==> config.mk <==
export PLATFORM = sky130hd
export DESIGN_NAME = gyro_cmd_encoder_flat
export DESIGN_NICKNAME = d
export VERILOG_FILES = /design/src/rtl/gyro_cmd_encoder_if.sv /design/src/rtl/gyro_cmd_encoder.sv /design/src/flat_wrapper.sv
export SDC_FILE = /design/constraint.sdc
export NUM_CORES = 1
export LEC_CHECK = 0
export CORE_UTILIZATION = 51
export CTS_CLUSTER_SIZE = 40
export DETAILED_ROUTE_END_ITERATION = 8
export GPL_ROUTABILITY_DRIVEN = 1
export PLACE_DENSITY = 0.84
export SETUP_SLACK_MARGIN = 0.1
export SLEW_MARGIN = 10
export SYNTH_ARGS = -nofsm -noshare
export SYNTH_HDL_FRONTEND = slang
export SYNTH_SLANG_ARGS = --single-unit
==> constraint.sdc <==
create_clock -name clk -period 2.7 [get_ports clk]
set_clock_uncertainty 0.15 [all_clocks]
set_input_delay 0.27 -clock clk [delete_from_list [all_inputs] [get_ports clk]]
set_output_delay 0.27 -clock clk [all_outputs]
set_load 0.02 [all_outputs]
==> src/rtl/gyro_cmd_encoder_if.sv <==
// Byte handshake between the gyro command encoder and the UART transmitter.
interface gyro_cmd_encoder_if;
    logic       tx_ready;
    logic       tx_send;
    logic [7:0] tx_data;

    modport master (input tx_ready, output tx_send, output tx_data);
    modport slave  (output tx_ready, input tx_send, input tx_data);
endinterface

==> src/rtl/gyro_cmd_encoder.sv <==
// Round-robin gyro axis classifier emitting one command byte per tick slot.
// Optional GYRO_CMD_MAG_EN adds a 2-bit magnitude level in byte bits [7:6].
module gyro_cmd_encoder #(
    parameter int unsigned NUM_AXES   = 2,
    parameter int unsigned DATA_W     = 16,
    parameter int unsigned DEADZONE   = 4096,
    parameter int unsigned HYST       = 1024,
    parameter logic [7:0]  IDLE_BYTE  = 8'hFF,
    parameter logic [7:0]  RESET_BYTE = 8'h63,
    parameter int unsigned MAG_SHIFT  = 11
) (
    input  logic                         clk,
    input  logic                         rst,
    input  logic                         tick,
    input  logic [NUM_AXES*DATA_W-1:0]   axis_data,
    input  logic                         enable,
    input  logic                         recenter,
    gyro_cmd_encoder_if.master           tx,
    output logic [3:0]                   cur_axis,
    output logic                         busy,
    output logic [7:0]                   drop_cnt
);

    localparam int AW = DATA_W + 1;
    localparam logic signed [AW-1:0] DZ_POS = AW'(DEADZONE);
    localparam logic signed [AW-1:0] DZ_NEG = -DZ_POS;
    localparam logic signed [AW-1:0] DZ_LOW = AW'(DEADZONE - HYST);
    localparam logic [3:0]           LAST_AXIS = 4'(NUM_AXES - 1);

    if (NUM_AXES < 1 || NUM_AXES > 16 || HYST >= DEADZONE || MAG_SHIFT >= AW) begin : g_bad_param
        $error("gyro_cmd_encoder: illegal parameter combination");
    end

    typedef enum logic [1:0] {S_IDLE, S_CAPTURE, S_ISSUE} state_e;
    typedef enum logic [1:0] {AX_NEUTRAL, AX_NEG, AX_POS} axis_st_e;

    state_e              state_q, state_d;
    logic                busy_q, busy_d;
    logic [3:0]          cur_axis_q, cur_axis_d;
    logic [7:0]          drop_cnt_q, drop_cnt_d;
    logic                pending_q, pending_d;
    logic                slot_reset_q, slot_reset_d;
    logic [DATA_W-1:0]   snap_q, snap_d;
    logic [7:0]          tx_data_q, tx_data_d;
    axis_st_e            ax_state_q [NUM_AXES];
    axis_st_e            ax_state_d [NUM_AXES];

    logic signed [AW-1:0] v_ext;
    logic signed [AW-1:0] mag;
    axis_st_e             cur_st;
    axis_st_e             new_st;
    logic [2:0]           byte_hi;

`ifdef GYRO_CMD_MAG_EN
    localparam logic signed [AW-1:0] DZ_P1 = AW'(DEADZONE + 1);
    logic signed [AW-1:0] excess;
    logic [AW-1:0]        lvl_raw;
    logic [1:0]           level;

    // Below the deadzone (held state inside hysteresis band) the level is 0.
    always_comb begin
        excess  = mag - DZ_P1;
        lvl_raw = excess >> MAG_SHIFT;
        if (excess[AW-1])
            level = 2'd0;
        else if (lvl_raw > AW'(3))
            level = 2'd3;
        else
            level = lvl_raw[1:0];
    end
`endif

    assign tx.tx_send = (state_q == S_ISSUE) && tx.tx_ready;
    assign tx.tx_data = tx_data_q;
    assign cur_axis   = cur_axis_q;
    assign busy       = busy_q;
    assign drop_cnt   = drop_cnt_q;

    // NOTE: every signal written here gets a default first, so no path can infer a latch.
    always_comb begin
        state_d      = state_q;
        busy_d       = busy_q;
        cur_axis_d   = cur_axis_q;
        drop_cnt_d   = drop_cnt_q;
        pending_d    = pending_q | recenter;
        slot_reset_d = slot_reset_q;
        snap_d       = snap_q;
        tx_data_d    = tx_data_q;
        ax_state_d   = ax_state_q;

        // Sign-extend one bit so negating the most negative sample cannot overflow.
        v_ext = signed'({snap_q[DATA_W-1], snap_q});
        mag   = v_ext[AW-1] ? -v_ext : v_ext;

        cur_st = AX_NEUTRAL;
        for (int i = 0; i < NUM_AXES; i++)
            if (4'(i) == cur_axis_q) cur_st = ax_state_q[i];

        new_st = cur_st;
        case (cur_st)
            AX_NEUTRAL: if (v_ext > DZ_POS) new_st = AX_POS;
                        else if (v_ext < DZ_NEG) new_st = AX_NEG;
            AX_POS:     if (v_ext < DZ_NEG) new_st = AX_NEG;
                        else if (mag < DZ_LOW) new_st = AX_NEUTRAL;
            AX_NEG:     if (v_ext > DZ_POS) new_st = AX_POS;
                        else if (mag < DZ_LOW) new_st = AX_NEUTRAL;
            default:    new_st = AX_NEUTRAL;
        endcase

`ifdef GYRO_CMD_MAG_EN
        byte_hi = {level, 1'b0};
`else
        byte_hi = 3'b000;
`endif

        if (tick && enable && busy_q && drop_cnt_q != 8'hFF)
            drop_cnt_d = drop_cnt_q + 8'd1;

        case (state_q)
            S_IDLE: begin
                if (tick && enable) begin
                    busy_d       = 1'b1;
                    state_d      = S_CAPTURE;
                    slot_reset_d = pending_q | recenter;
                    for (int i = 0; i < NUM_AXES; i++)
                        if (4'(i) == cur_axis_q) snap_d = axis_data[i*DATA_W +: DATA_W];
                end
            end
            S_CAPTURE: begin
                if (slot_reset_q) begin
                    tx_data_d = RESET_BYTE;
                end else begin
                    for (int i = 0; i < NUM_AXES; i++)
                        if (4'(i) == cur_axis_q) ax_state_d[i] = new_st;
                    tx_data_d = (new_st == AX_NEUTRAL) ? IDLE_BYTE
                              : {byte_hi, cur_axis_q, new_st == AX_POS};
                end
                state_d = S_ISSUE;
            end
            S_ISSUE: begin
                if (tx.tx_ready) begin
                    busy_d  = 1'b0;
                    state_d = S_IDLE;
                    if (slot_reset_q)
                        pending_d = recenter;
                    else
                        cur_axis_d = (cur_axis_q == LAST_AXIS) ? 4'd0 : cur_axis_q + 4'd1;
                end
            end
            default: state_d = S_IDLE;
        endcase
    end

    // NOTE: state registers use non-blocking assignments so all flops update from pre-edge values.
    always_ff @(posedge clk or negedge rst) begin
        if (!rst) begin
            state_q      <= S_IDLE;
            busy_q       <= 1'b0;
            cur_axis_q   <= 4'd0;
            drop_cnt_q   <= 8'd0;
            pending_q    <= 1'b1;
            slot_reset_q <= 1'b0;
            snap_q       <= '0;
            tx_data_q    <= 8'd0;
            // NOTE: per-axis state is a handful of flops, not a RAM, so it is reset like any register.
            for (int i = 0; i < NUM_AXES; i++)
                ax_state_q[i] <= AX_NEUTRAL;
        end else begin
            state_q      <= state_d;
            busy_q       <= busy_d;
            cur_axis_q   <= cur_axis_d;
            drop_cnt_q   <= drop_cnt_d;
            pending_q    <= pending_d;
            slot_reset_q <= slot_reset_d;
            snap_q       <= snap_d;
            tx_data_q    <= tx_data_d;
            for (int i = 0; i < NUM_AXES; i++)
                ax_state_q[i] <= ax_state_d[i];
        end
    end

endmodule

==> src/flat_wrapper.sv <==
// flat-port wrapper written by rule: the top's interface ports become plain ports
module gyro_cmd_encoder_flat 
#(
    parameter int unsigned NUM_AXES   = 2,
    parameter int unsigned DATA_W     = 16,
    parameter int unsigned DEADZONE   = 4096,
    parameter int unsigned HYST       = 1024,
    parameter logic [7:0]  IDLE_BYTE  = 8'hFF,
    parameter logic [7:0]  RESET_BYTE = 8'h63,
    parameter int unsigned MAG_SHIFT  = 11
)
  (clk, rst, tick, axis_data, enable, recenter, cur_axis, busy, drop_cnt, tx_tx_ready, tx_tx_send, tx_tx_data);
  gyro_cmd_encoder_if tx_i ();
  input  logic clk;
  input  logic rst;
  input  logic tick;
  input  logic [NUM_AXES*DATA_W-1:0] axis_data;
  input  logic enable;
  input  logic recenter;
  output logic [3:0] cur_axis;
  output logic busy;
  output logic [7:0] drop_cnt;
  input wire logic [$bits(tx_i.tx_ready)-1:0] tx_tx_ready;
  output wire logic [$bits(tx_i.tx_send)-1:0] tx_tx_send;
  output wire logic [$bits(tx_i.tx_data)-1:0] tx_tx_data;
  assign tx_i.tx_ready = tx_tx_ready;
  assign tx_tx_send = tx_i.tx_send;
  assign tx_tx_data = tx_i.tx_data;
  gyro_cmd_encoder #(.NUM_AXES(NUM_AXES), .DATA_W(DATA_W), .DEADZONE(DEADZONE), .HYST(HYST), .IDLE_BYTE(IDLE_BYTE), .RESET_BYTE(RESET_BYTE), .MAG_SHIFT(MAG_SHIFT)) u_core (.clk(clk), .rst(rst), .tick(tick), .axis_data(axis_data), .enable(enable), .recenter(recenter), .tx(tx_i), .cur_axis(cur_axis), .busy(busy), .drop_cnt(drop_cnt));
endmodule
Yosys cells after proc, flatten, opt, wreduce, memory -nomap -nowiden
Cells that the tools add are included.
Operators by class
  reductions and logical operators: 17
  mux-type cells: 23
  bitwise gates (word level): 2
  $add $sub $neg: 3
  magnitude comparators: 3
  equal/unequal tests: 10
Operators by type and width (number)
  $mux 16: 2
  $mux 2: 9
  $lt 17x13->1 const B: 1
  $mux 17: 1
  $neg 16->17: 1
  $gt 16x14->1 const B: 1
  $lt 16x13->1 const B: 1
  $mux 8: 2
  $reduce_and 3->1: 5
  $pmux 2 s3: 2
  $add 8x1->8 const B: 1
  $ne 8x8->1 const B: 1
  $eq 2x2->1 const B: 3
  $logic_not 2->1: 3
  $mux 1: 5
  $add 4x1->4 const B: 1
  $eq 1x4->1 const A: 1
  $eq 2x1->1 const B: 2
  $eq 4x1->1 const B: 1
  $logic_and 1x1->1: 4
  $logic_not 4->1: 1
  $mux 4: 1
  $reduce_and 2->1: 2
  $reduce_bool 2->1: 2
  other kinds (5): 5
Storage, ports and cells
  output and inout port bits: 22
  word-level logic and storage cells: 68
  input port bits: 38
  register bits: 45

Longest topological paths before layout
  depth after elaboration: 9
  gate-level depth with buffers: 6
  mapped depth without buffers: 5

Worst setup path after synthesis
Ideal clock, no wire load.
  path type: register to register
  start: register u_core.snap_q[4]
  end: register u_core.ax_state_q[3] in the netlist's numbering
  library setup time: 0.125 ns
  arrival: 1.532 ns
  buffers on the path: 0
  clock period less this slack: 1.807 ns
  setup slack: 0.893 ns
  cell stages (with the launch flop): 6
  path through: dfrtp_1 nor4_4 nand3_2 o41ai_4 o32ai_1 mux2_2
Between the ends
  word-level cells in the longest chain between the ends: 6
Ends and longest elaborated chain
  start: declaration: RTL line gyro_cmd_encoder.sv:43  | logic [DATA_W-1:0] snap_q, snap_d;
  start signal: assignment: RTL line gyro_cmd_encoder.sv:175  | snap_q <= snap_d;
  $neg 16->17: RTL line gyro_cmd_encoder.sv:93  | mag = v_ext[AW-1] ? -v_ext : v_ext;
  $mux 17: RTL line gyro_cmd_encoder.sv:93
  $lt 17x13->1: RTL line gyro_cmd_encoder.sv:104, gyro_cmd_encoder.sv:106
  $mux 2: RTL line gyro_cmd_encoder.sv:104, gyro_cmd_encoder.sv:106
  $mux 2 (on tied branches): RTL line gyro_cmd_encoder.sv:105, gyro_cmd_encoder.sv:103
  $pmux 2 s3 (*): RTL line gyro_cmd_encoder.sv:100  | case (cur_st)
  end signal: indexed assignment: RTL line gyro_cmd_encoder.sv:178  | ax_state_q[i] <= ax_state_d[i];
  end: declaration: RTL line gyro_cmd_encoder.sv:45  | axis_st_e ax_state_q [NUM_AXES];
Mark *: on every way between the ends. The rest lies on a longest branch, timed or not.
A chain may end at the register's enable or synchronous reset.

Final worst setup path
  start: register u_core.state_q[0]
  end: output port tx_tx_send
Between the ends
  word-level cells in the longest chain between the ends: 2
Ends and longest elaborated chain
  start: declaration: RTL line gyro_cmd_encoder.sv:37  | state_e state_q, state_d;
  start signal: assignment: RTL line gyro_cmd_encoder.sv:169  | state_q <= state_d;
  $eq 2x2->1: RTL line gyro_cmd_encoder.sv:73  | assign tx.tx_send = (state_q == S_ISSUE) && tx.tx_ready;
  $logic_and 1x1->1: RTL line gyro_cmd_encoder.sv:73
  end: declaration: RTL line flat_wrapper.sv:24  | output wire logic [$bits(tx_i.tx_send)-1:0] tx_tx_send;
No other way between the ends.

==> metrics.md <==
| Metric | Value |
|---|---|
| Worst IR Drop VDD | `0.000601 V` |
| Final core utilization | `0.712` |
| Setup ws final | `422 ps` |
| Clk_lat worst skew | `290 ps` |
| Worst slew pin tran | `954 ps` |
| Status | `finished with violations` |
| Post-CTS Setup Bufs | `0` |
| Ys flop type | `dfrtp_1` |
| Die area | `4470 sq um` |
| Ant. Diodes | `0` |
| First DRT Iteration DRCs | `77` |
| GRT overflow | `0` |
| Drt drc | `0` |
| Mapped Nets | `241` |
| CP arrival | `1860 ps` |
| Hold Buf Count CTS | `0` |
| RSZ-0062 raised after global routing | `false` |
| Period minus WS final | `2280 ps` |
| Worst setup SP type | `register` |
| Req. time, crit path | `2280 ps` |
| Slew headroom | `0.364` |
| Worst-path cell chain | `nand2b_1 -> or2_2 -> inv_1 -> clkdlybuf4s50_1` |
| Top Layer Used | `met4` |
| Share of cells above drive strength 1 | `0.0985` |
| DR WL/cell | `13.7 um` |
| FP Rows | `23` |
| Initial antenna violation count | `0` |
| Via count | `1687` |
| Die width | `66.9 um` |
| Leakage | `0.00124 uW` |
| Final antenna-violating net count | `0` |
| Core Region | `4030 sq um` |
| Fmax | `439 MHz` |
| Most common cell in the netlist | `dfrtp_1` |
| Fin. max-slew vios | `0` |
| Post-synth EDFFs | `0` |
| Crit-path max FO | `4` |
| Ports | `60` |
| Crit Path Class | `reg2out` |
| GP Congestion | `0.736` |
| Worst hold-check path type | `in2async` |
| Clock Pin Slew Worst Setup and Hold Paths | `80 ps` |
| Dpl ws | `506 ps` |
| Global-route wire length before repair | `6980 um` |
| Max clock buf depth | `2` |
| CP Capture Type | `primary output` |
| Post-synth cell types | `38` |
| Port buffer count | `59` |
| Cell Pwr Density | `865 nW/um^2` |
| Yosys warns | `0` |
| Sequential-to-total area share from yosys stat | `0.514` |
| CTS tree | `done` |
| Slowest CP cell | `clkdlybuf4s50_1` |
| Placed wire-length estimate | `3190 um` |
| H-Tree Depth | `2` |
| Die H | `66.9 um` |
| Initial DRT Pass Iterations | `4` |
| Clk sinks | `44` |
| Routed wl met3 | `248 um` |
| FILL cells | `312` |
| Internal | `1570 uW` |
| Mapped Area | `2150 sq um` |
| Async SR Flop Fraction | `1.00` |
| Cells after Synth | `202` |
| Fin area | `2870 sq um` |
| Sequential share of power | `0.434` |
| Hold Fails Final Rpt | `43` |
| Gate power share | `0.399` |
| Resized Gates After CTS | `0` |
| Nets | `302` |
| Via density | `5.37` |
| Switching fraction of total power | `0.369` |
| Leading area contributor after synthesis | `dfrtp_1` |
| Violated checks | `hold timing` |
| Met1 WL | `1820 um` |
| GR Util All Layers | `0.216` |
| Area Overhead vs Synth | `33.8%` |
| Initial Utilization | `0.533` |
| Overall power | `2480 uW` |
| Synth Area per Inst | `10.6 sq um` |
| Largest net degree at the start of global routing | `45` |
| Routed met2 length | `2140 um` |
| Switch Pwr | `916 uW` |
| Routed WL | `4290 um` |
| Post-DP Area | `2780 sq um` |
| Max Cap Viol | `0` |
| Setup TNS | `0 ps` |
| Largest cells by area after synthesis | `dfrtp_1 (50%), mux2i_1 (7.9%), nand2_1 (4.9%), o21ai_0 (4.9%), nor2_1 (3.0%)` |
| Slowest stage delay, CP | `600 ps` |
| Final setup fails | `0` |
| Commonest cells in the synthesized netlist | `dfrtp_1 (43), nand2_1 (28), o21ai_0 (21)` |
| Clk pwr share | `0.167` |
| Min Hold Slack | `-39.6 ps` |
| Clock root buffer | `clkbuf_8` |
| Synth top area share | `0.501` |
| CTS buffer count | `5` |
| Vias in the first global route | `1625` |
| Seq cells post-synth | `44` |
| Final Cycle Share | `0.844` |
[flip-flops by register name, summed over array words and instances (netlist names)]
name                 flops
u_core.snap_q           16
u_core.drop_cnt          8
u_core.tx.tx_data        7
u_core.ax_state_q        4
u_core.cur_axis          4
u_core.state_q           2
u_core.busy              1
u_core.pending_q         1
u_core.slot_reset_q      1
[kinds of logic (layout without fill, tap and decap cells)]
| kind of cell | count (synthesis) | after routing | share of synthesized area |
|---|---|---|---|
| and+or+nand+nor | 72 | 72 | 0.174 |
| DFF | 44 | 44 | 0.514 |
| AOI/OAI and AO/OA | 42 | 42 | 0.136 |
| muxes | 22 | 22 | 0.106 |
| xor gates and xnor gates | 11 | 11 | 0.0449 |
| buffers and inverters | 10 | 72 | 0.0204 |
| adders and majority gates | 1 | 1 | 0.00583 |
[metal layers]
metal / track usage / vias up
met1: 0.247 / 803
met3: 0.0685 / 8
met4: 0.0904 / 0
met2: 0.370 / 38
met5: 0 / -
li1: - / 838
[area by class of cell]
cell class	instances	area (sq um)	area share
Clock buffer	8	90.1	0.0314
Inverter	2	7.51	0.00262
Multi-Input combinational cell	148	1000	0.348
Sequential cell	44	1100	0.384
Tap cell	50	62.6	0.0218
Timing Repair Buffer	62	608	0.212
[path summary, 6_finish.rpt]
check / end / slack, ps / depth (start not counted) / startpoint
setup / recovery: tx_tx_send / 420 / 4 / u_core.state_q[0]
hold / removal: u_core.tx.tx_data[7] / -40 / 1 / rst
setup reg to reg: u_core.ax_state_q[3] / 640 / 5 / u_core.cur_axis[0]
hold reg to reg: u_core.drop_cnt[5] / 350 / 1 / u_core.drop_cnt[5]
max in group asynchronous: u_core.ax_state_q[3] / 1830 / 1 / rst
min in group clk: u_core.drop_cnt[5] / 350 / 1 / u_core.drop_cnt[5]
[worst max-delay path: cells and delay by family (launching register included)]
family                 cells  cell delay [ps]
DFF                        1              400
and+or+nand+nor            2              480
buffers and inverters      2              680
[power by group through the flow]
stage	logic [uW]	clock network (uW)	registers (uW)
global route	1080	455	1110
global placement	971	0	1080
detailed placement	996	0	1090
floorplan	597	0	1120
CTS	1000	428	1080
finish	990	415	1080
[placed cells by master (no fill, tap or decap), drive strengths merged, types with 4 or more instances in the layout]
cell            n
nand3           5
o21ai          22
xnor2           7
a21oi           9
nand2          28
clkdlybuf4s50  58
nand2b          5
buf             4
mux2i          17
nor3            6
xor2            4
dfrtp          43
nor2           17
clkbuf          8
mux2            5
[stage by stage]
stage | hold WS, ps | std cells
after floorplan | -176 | 202
after global placement | 320 | 306
after detailed placement | 329 | 306
after CTS | 9.06 | 314
after global routing | 63.6 | 314
final | -39.6 | 314
(Power assumes the default switching activity.)
